`src/rtl/adder_rr_scheduler.sv`:
```
// Round-robin scheduler sharing one ripple-carry add/sub unit among NUM_REQ requesters.
// One op in flight: grant in IDLE, compute in EXEC, hold the response in RESP.
module adder_rr_scheduler #(
  parameter int BIT_WIDTH = 16,
  parameter int NUM_REQ   = 4
) (
  input  logic                         clk,
  input  logic                         rst,
  input  logic [NUM_REQ-1:0]           req_valid,
  output logic [NUM_REQ-1:0]           req_ready,
  input  logic [NUM_REQ*BIT_WIDTH-1:0] req_a,
  input  logic [NUM_REQ*BIT_WIDTH-1:0] req_b,
  input  logic [NUM_REQ-1:0]           req_op,
  output logic                         rsp_valid,
  input  logic                         rsp_ready,
  output logic [$clog2(NUM_REQ)-1:0]   rsp_id,
  output logic [BIT_WIDTH-1:0]         rsp_sum,
  output logic                         rsp_cout,
  output logic                         rsp_ovf,
  output logic [NUM_REQ-1:0]           ovf_flags,
  input  logic [NUM_REQ-1:0]           ovf_clr,
  output logic                         busy
);

  localparam int ID_W = $clog2(NUM_REQ);
  localparam int MSB  = BIT_WIDTH - 1;

  typedef enum logic [1:0] {
    IDLE,
    EXEC,
    RESP
  } state_t;

  state_t state;
  state_t state_nxt;

  logic [ID_W-1:0]      rr_ptr;
  logic [ID_W-1:0]      win_id;
  logic [ID_W:0]        scan;
  logic                 win_found;
  logic [BIT_WIDTH-1:0] sel_a;
  logic [BIT_WIDTH-1:0] sel_b;
  logic                 sel_op;

  logic [BIT_WIDTH-1:0] op_a;
  logic [BIT_WIDTH-1:0] op_b;
  logic                 op_sub;
  logic [ID_W-1:0]      op_id;

  logic [BIT_WIDTH-1:0] add_b;
  logic [BIT_WIDTH-1:0] add_sum;
  logic                 add_cout;
  logic                 add_ovf;
  logic                 carry;

  logic                 grant;
  logic                 exec_done;
  logic                 rsp_done;
  logic [NUM_REQ-1:0]   ovf_set;

  // Scan backwards so the last hit is the first requester at or after rr_ptr.
  always_comb begin
    win_found = 1'b0;
    win_id    = rr_ptr;
    scan      = '0;
    for (int k = NUM_REQ - 1; k >= 0; k--) begin
      scan = {1'b0, rr_ptr} + (ID_W + 1)'(k);
      if (scan >= (ID_W + 1)'(NUM_REQ)) begin
        scan = scan - (ID_W + 1)'(NUM_REQ);
      end
      if (req_valid[scan[ID_W-1:0]]) begin
        win_found = 1'b1;
        win_id    = scan[ID_W-1:0];
      end
    end
  end

  always_comb begin
    sel_a  = '0;
    sel_b  = '0;
    sel_op = 1'b0;
    for (int i = 0; i < NUM_REQ; i++) begin
      if (win_id == ID_W'(i)) begin
        sel_a  = req_a[i*BIT_WIDTH +: BIT_WIDTH];
        sel_b  = req_b[i*BIT_WIDTH +: BIT_WIDTH];
        sel_op = req_op[i];
      end
    end
  end

  always_ff @(posedge clk) begin
    if (rst) begin
      state <= IDLE;
    end else begin
      state <= state_nxt;
    end
  end

  always_comb begin
    state_nxt = state;
    req_ready = '0;
    grant     = 1'b0;
    exec_done = 1'b0;
    rsp_done  = 1'b0;
    unique case (state)
      IDLE: begin
        if (win_found) begin
          grant             = 1'b1;
          req_ready[win_id] = 1'b1;
          state_nxt         = EXEC;
        end
      end
      EXEC: begin
        exec_done = 1'b1;
        state_nxt = RESP;
      end
      RESP: begin
        if (rsp_ready) begin
          rsp_done  = 1'b1;
          state_nxt = IDLE;
        end
      end
      default: state_nxt = IDLE;
    endcase
  end

  assign busy  = (state != IDLE);
  assign add_b = op_sub ? ~op_b : op_b;

  // Shared adder: subtraction is a + ~b + 1, fed only from the operand registers.
  always_comb begin
    add_sum = '0;
    carry   = op_sub;
    for (int i = 0; i < BIT_WIDTH; i++) begin
      add_sum[i] = op_a[i] ^ add_b[i] ^ carry;
      carry      = (op_a[i] & add_b[i]) | (carry & (op_a[i] ^ add_b[i]));
    end
    add_cout = carry;
  end

  always_comb begin
    if (op_sub) begin
      add_ovf = (op_a[MSB] != op_b[MSB]) && (add_sum[MSB] != op_a[MSB]);
    end else begin
      add_ovf = (op_a[MSB] == op_b[MSB]) && (add_sum[MSB] != op_a[MSB]);
    end
  end

  always_comb begin
    ovf_set = '0;
    if (exec_done && add_ovf) begin
      ovf_set[op_id] = 1'b1;
    end
  end

  always_ff @(posedge clk) begin
    if (rst) begin
      rr_ptr    <= '0;
      op_a      <= '0;
      op_b      <= '0;
      op_sub    <= 1'b0;
      op_id     <= '0;
      rsp_valid <= 1'b0;
      rsp_id    <= '0;
      rsp_sum   <= '0;
      rsp_cout  <= 1'b0;
      rsp_ovf   <= 1'b0;
      ovf_flags <= '0;
    end else begin
      if (grant) begin
        op_a   <= sel_a;
        op_b   <= sel_b;
        op_sub <= sel_op;
        op_id  <= win_id;
      end
      if (exec_done) begin
        rsp_valid <= 1'b1;
        rsp_id    <= op_id;
        rsp_sum   <= add_sum;
        rsp_cout  <= add_cout;
        rsp_ovf   <= add_ovf;
      end
      if (rsp_done) begin
        rsp_valid <= 1'b0;
        if (rsp_id == ID_W'(NUM_REQ - 1)) begin
          rr_ptr <= '0;
        end else begin
          rr_ptr <= rsp_id + ID_W'(1);
        end
      end
      // Set wins over a coincident clear.
      ovf_flags <= (ovf_flags & ~ovf_clr) | ovf_set;
    end
  end

endmodule

```
`config.mk`:
```
export PLATFORM = sky130hd
export DESIGN_NAME = adder_rr_scheduler
export DESIGN_NICKNAME = d
export VERILOG_FILES = /design/src/rtl/adder_rr_scheduler.sv
export SDC_FILE = /design/constraint.sdc
export NUM_CORES = 1
export LEC_CHECK = 0
export CORE_UTILIZATION = 30
export CTS_CLUSTER_DIAMETER = 60
export DETAILED_ROUTE_END_ITERATION = 10
export MAX_ROUTING_LAYER = met4
export PLACE_DENSITY = 0.75
export SYNTH_ARGS = -nofsm -noshare
export SYNTH_HDL_FRONTEND = slang
export SYNTH_SLANG_ARGS = --single-unit
```
`constraint.sdc`:
```
create_clock -name clk -period 8.3 [get_ports clk]
set_input_delay 0.83 -clock clk [delete_from_list [all_inputs] [get_ports clk]]
set_output_delay 0.83 -clock clk [all_outputs]
set_load 0.05 [all_outputs]
```
Word-level counts from Yosys, hierarchy flattened:

Cells that the tools add are included.

* logic and storage cells: 187
* input bits: 143
* output and inout port bits: 30
* register bits: 64

* eq/ne operators: 11
* $add $sub $neg: 8
* mux-type cells: 50
* reductions and logical operators: 10
* bitwise gates (word level): 84
* order comparisons: 12

Operators with widths (number)
* two-way mux 16 bit: 9
* bitwise AND 1 bit: 32
* bitwise XOR 1 bit: 32
* two-way mux 2 bit: 11
* two-way mux 1 bit: 20
* < comparator 2 x 3 -> 1 bit (second input constant): 6
* NOT 16 bit: 1
* OR 1 bit: 16
* two-way mux 4 bit: 3
* greater-or-equal comparator 3 bit (second input constant): 3
* binary-select mux 1 bit (select 2 bit): 4
* == test 2 bit (second input constant): 4
* subtractor 2 x 1 -> 2 bit (second input constant): 4
* adder 2 x 2 -> 3 bit (second input constant): 2
* case mux 2 bit (3 select lines): 1
* logical AND 1 bit: 5
* bitwise AND 4 bit: 1
* demux 1 bit (select 2 bit): 2
* == test 2 x 1 -> 1 bit (second input constant): 2
* greater-or-equal comparator 2 x 1 -> 1 bit (second input constant): 2
* logical NOT 2 bit: 2
* inequality test 2 bit (second input constant): 2
* NOT 4 bit: 1
* OR 4 bit: 1
* other kinds (8): 9

Logic depth before layout (Yosys ltp):

Gate-level depths: netlist of run 1.

* word-level depth: 40
* depth in mapped cells: 24
* gate-level depth less buffers: 22

Worst setup path before layout of run 1:

Ideal clock, no wire load.

* path kind: reg2reg
* start point: register op_sub
* end point: register ovf_flags[0]
* cell stages (with the launch flop): 25
* required time: 8.229 ns
* path buffers: 2
* setup slack: 0.495 ns
* arrival time: 7.734 ns
* period minus slack after synthesis: 7.805 ns
* setup time: 0.071 ns
* cells stage by stage: dfxtp_1 -> buf_2 -> buf_1 -> mux2i_1 -> fa_1 -> fa_1 -> fa_1 -> fa_1 -> fa_1 -> fa_1 -> fa_1 -> fa_1 -> fa_1 -> fa_1 -> fa_1 -> fa_1 -> fa_1 -> inv_1 -> fa_1 -> inv_1 -> fa_1 -> or3_1 -> a21oi_2 -> or3b_1 -> a21oi_1

* longest elaborated chain between the ends: 39
* elaborated cells between the ends (all ways): 70
* those cells by class: eq/ne (1); mux (3); bitwise (63); reduce/logical (3)

Ends and longest elaborated chain
* start: declaration: line 47 `logic op_sub;`
* start signal: assignment: line 173 `op_sub <= sel_op;`
* two-way mux 16 bit: line 128 `assign add_b = op_sub ? ~op_b : op_b;`
* bitwise XOR 1 bit: line 136 `carry = (op_a[i] & add_b[i]) | (carry & (op_a[i] ^ add_b[i]));`
* bitwise AND 1 bit: line 136
* OR 1 bit: line 136
* bitwise AND 1 bit: line 136
* OR 1 bit: line 136
* bitwise AND 1 bit: line 136
* OR 1 bit: line 136
* (+23 left out)
* OR 1 bit: line 136
* bitwise XOR 1 bit: line 135 `add_sum[i] = op_a[i] ^ add_b[i] ^ carry;`
* inequality test 1 bit: line 143, 145
* logical AND 1 bit (on tied branches): line 145, 143
* two-way mux 1 bit *: line 142 `if (op_sub) begin`
* logical AND 1 bit *: line 151 `if (exec_done && add_ovf) begin`
* two-way mux 4 bit *: line 151
* OR 4 bit *: line 192 `ovf_flags <= (ovf_flags & ~ovf_clr) | ovf_set;`
* end signal: assignment: line 192
* end: declaration: line 20 `output logic [NUM_REQ-1:0] ovf_flags,`

Every way passes the cells marked *; elsewhere a longest branch is shown, timed or not.
A chain may end at the register's enable or synchronous reset.

Final worst setup path of run 1:

Ends and elaborated chain as after synthesis.

==> flow_summary.toml, run 1 <==
[outcome]
run_status = "finished, final reports clean"

[place]
portBuffers = 172
gp_congestion = 0.778
dp.final_hpwl_mm = 10.4
dp_slack_ps = 476

[floorplanning]
coreArea_um2 = 12600
die_w_um = 116
io_pins = 173
start_util_pct = 30.7
die_area_um2 = 13400
fp-row-count = 41
die_h_um = 116

[clock_tree]
clkSinkCount = 64
post_cts_buffers = 0
clk_pin_slew_ps = 60
clk_latency_ps = 330
postCtsHoldBufs = 0
cts_tree = "yes"
cts_resized = 0
clockBufferDepth = 2
numCtsBuffers = 9
cts-root-buf = "clkbuf_16"
cts_max_level = 3

[pwr]
power.density_nw_per_um2 = 204
ir_drop_v = 0.000101
p_leak_nw = 2.08

[setup_path]
cp_num_buf_inv = 2
slowest_stage = "dfxtp_1"
max_stage_delay_ps = 570
cp_top_family = "adder cells"
startpoint_type = "flop"
worstPathRequired_ps = 8550
cp_max_fo = 9
worstPathArrival_ps = 8170
crit_type = "flop to flop"
cpMostUsedCell = "fa_1"
crit_path_cell_trace = "xnor2_1 > fa_1 > fa_1 > fa_1 > fa_1 > fa_1 > fa_1 > fa_1 > fa_1 > fa_1 > fa_1 > fa_1 > fa_1 > fa_1 > inv_1 > fa_1 > inv_1 > fa_1 > or3_1 > a21oi_2 > or3b_1 > a21oi_1"
end_kind = "flop"

[routing]
drtPass1Iterations = 5
ant_nets = 0
num_vias = 4184
finalWirelength_mm = 14.2
drt-wirelength-per-cell_um = 18.4
drc = 0
vias_per_cell = 5.43
drt_iter0_drc = 223

[layout]
syn_to_final_growth_pct = 54.5
layout.nets = 752
final_common_cell = "clkdlybuf4s50_1"
drive_above_1_share_pct = 6.35
final_cell_mix = "171 x clkdlybuf4s50_1, 64 x dfxtp_1, 56 x nand4_1, 55 x nor2_1"
antenna_cells = 0

[sta]
period_share_pct = 95.3
max_slew_margin_pct = 44.3
hold_viol_final = 0
fmax_mhz = 126
setup_violations = 0
setup_ws_ps = 387
slew_violations = 0
worst_slew_pin_slew_ps = 834
tns_ps = 0
rsz0062_at_grt = "no"
final.setup_skew_ps = 8.70
fin_crit_ps = 7910

[global_route]
grt_pass1_wl_mm = 21.5
grt_max_degree = 65
grt_pass1_vias = 4157
grt_usage_pct = 21.7
overflow = 0
antenna_found_initial = 0

[logic_synthesis]
synthFlopType = "dfxtp_1"
syn_avg_cell_area_um2 = 8.62
yosys_warnings = 0
synth_nets = 609
synth_cell_type_count = 51
synth-seq-area-share_pct = 33.0
ys_seq_elements = 64
synth_enable_flop_cells = 0
syn_inst = 450
async_flop_share_pct = 0
synth_area_um2 = 3880

[job]
maxCapViolCount = 0

[hold_path]
hold_class = "flop to flop"
[logic make-up after synthesis]
group / synth area share [%]
flip-flops: 33.0
XOR/XNOR: 3.61
adder cells (fa/ha/maj): 8.06
AO/OA/AOI/OAI: 24.5
buffers and inverters: 8.29
AND/OR/NAND/NOR: 22.0
multiplexers: 0.516
[final cells by class]
| class | count | area [µm²] |
|---|---|---|
| well taps | 172 | 215 |
| fillers | 1246 | 6630 |
| inverters | 22 | 82.6 |
| multi-input cells | 314 | 2290 |
| repair buffers | 182 | 1790 |
| clock buffers | 10 | 239 |
| clock inverters | 6 | 91.3 |
| flip-flops and latches | 64 | 1280 |
[flip-flops by register name, indices dropped and copies added (netlist names)]
name       count
rsp_valid      1
state          2
rsp_ovf        1
rsp_cout       1
rsp_id         2
rsp_sum       16
rr_ptr         2
op_a          16
op_sub         1
op_b          16
ovf_flags      4
op_id          2
[worst paths after layout]
| kind | depth (start not counted) | from | slack [ps] | end |
|---|---|---|---|---|
| worst max-delay path | 22 | op_sub | 390 | ovf_flags[0] |
| worst min-delay path | 2 | rsp_sum[14] | 470 | rsp_sum[14] |
| worst max register to register | 22 | op_sub | 390 | ovf_flags[0] |
| worst min register to register | 2 | rsp_sum[14] | 470 | rsp_sum[14] |
[cells in the mapped netlist, types with 4 or more instances]
master	number	area, µm²
o32ai_1	4	35.0
nand4_1	56	350
nand2_1	13	48.8
a2bb2oi_1	4	35.0
nor2_1	55	206
a311oi_1	28	245
a21oi_1	13	65.1
buf_2	14	70.1
nor3_1	9	45.0
xnor2_1	14	123
and2_1	4	25.0
buf_1	6	22.5
a221oi_1	28	245
fa_1	15	300
o211ai_1	4	30.0
nand2b_1	6	37.5
a211oi_1	17	128
a31oi_1	4	25.0
nor2b_1	4	25.0
inv_1	22	82.6
clkbuf_1	24	90.1
dfxtp_1	64	1280
[layer usage]
| layer | up-vias | track usage, % | share of wire, % |
|---|---|---|---|
| met5 | - | - | 0 |
| met4 | 0 | 5.56 | 1.2 |
| met3 | 13 | 4.29 | 6.1 |
| met2 | 190 | 37.0 | 49 |
| li1 | 2000 | - | - |
| met1 | 1981 | 26.1 | 43 |
[report_power, final]
group	switching (W)	total [W]	internal (W)
clock	0.000140	0.000412	0.000272
sequential	0.0000311	0.000380	0.000349
combinational	0.000242	0.000432	0.000191
[through the flow]
| step | area [µm²] | power (W) | util [%] | hold WS [ps] | std cells |
|---|---|---|---|---|---|
| after floorplan | 3880 | 0.000644 | - | 474 | 450 |
| after global placement | 5660 | 0.000811 | 44.9 | 465 | 754 |
| after detailed placement | 5660 | 0.000818 | 44.9 | 467 | 754 |
| after CTS | 5990 | 0.00124 | 47.5 | 472 | 770 |
| after global routing | 5990 | 0.00129 | 47.5 | 481 | 770 |
| final | 5990 | 0.00122 | 47.5 | 470 | 770 |
[worst min-delay path: cells and delay by family, from the launching register on]
family	cells	cell delay, ps
compound gates	1	60
flops	1	310
simple gates	1	60
Note: power is estimated with default switching activity, not from simulation.
==> run 2, diff against run 1 <==
- CTS_CLUSTER_SIZE: unset -> 40
==> results of run 2 <==
The final DEF is identical to that of run 1; final timing and power are the same.
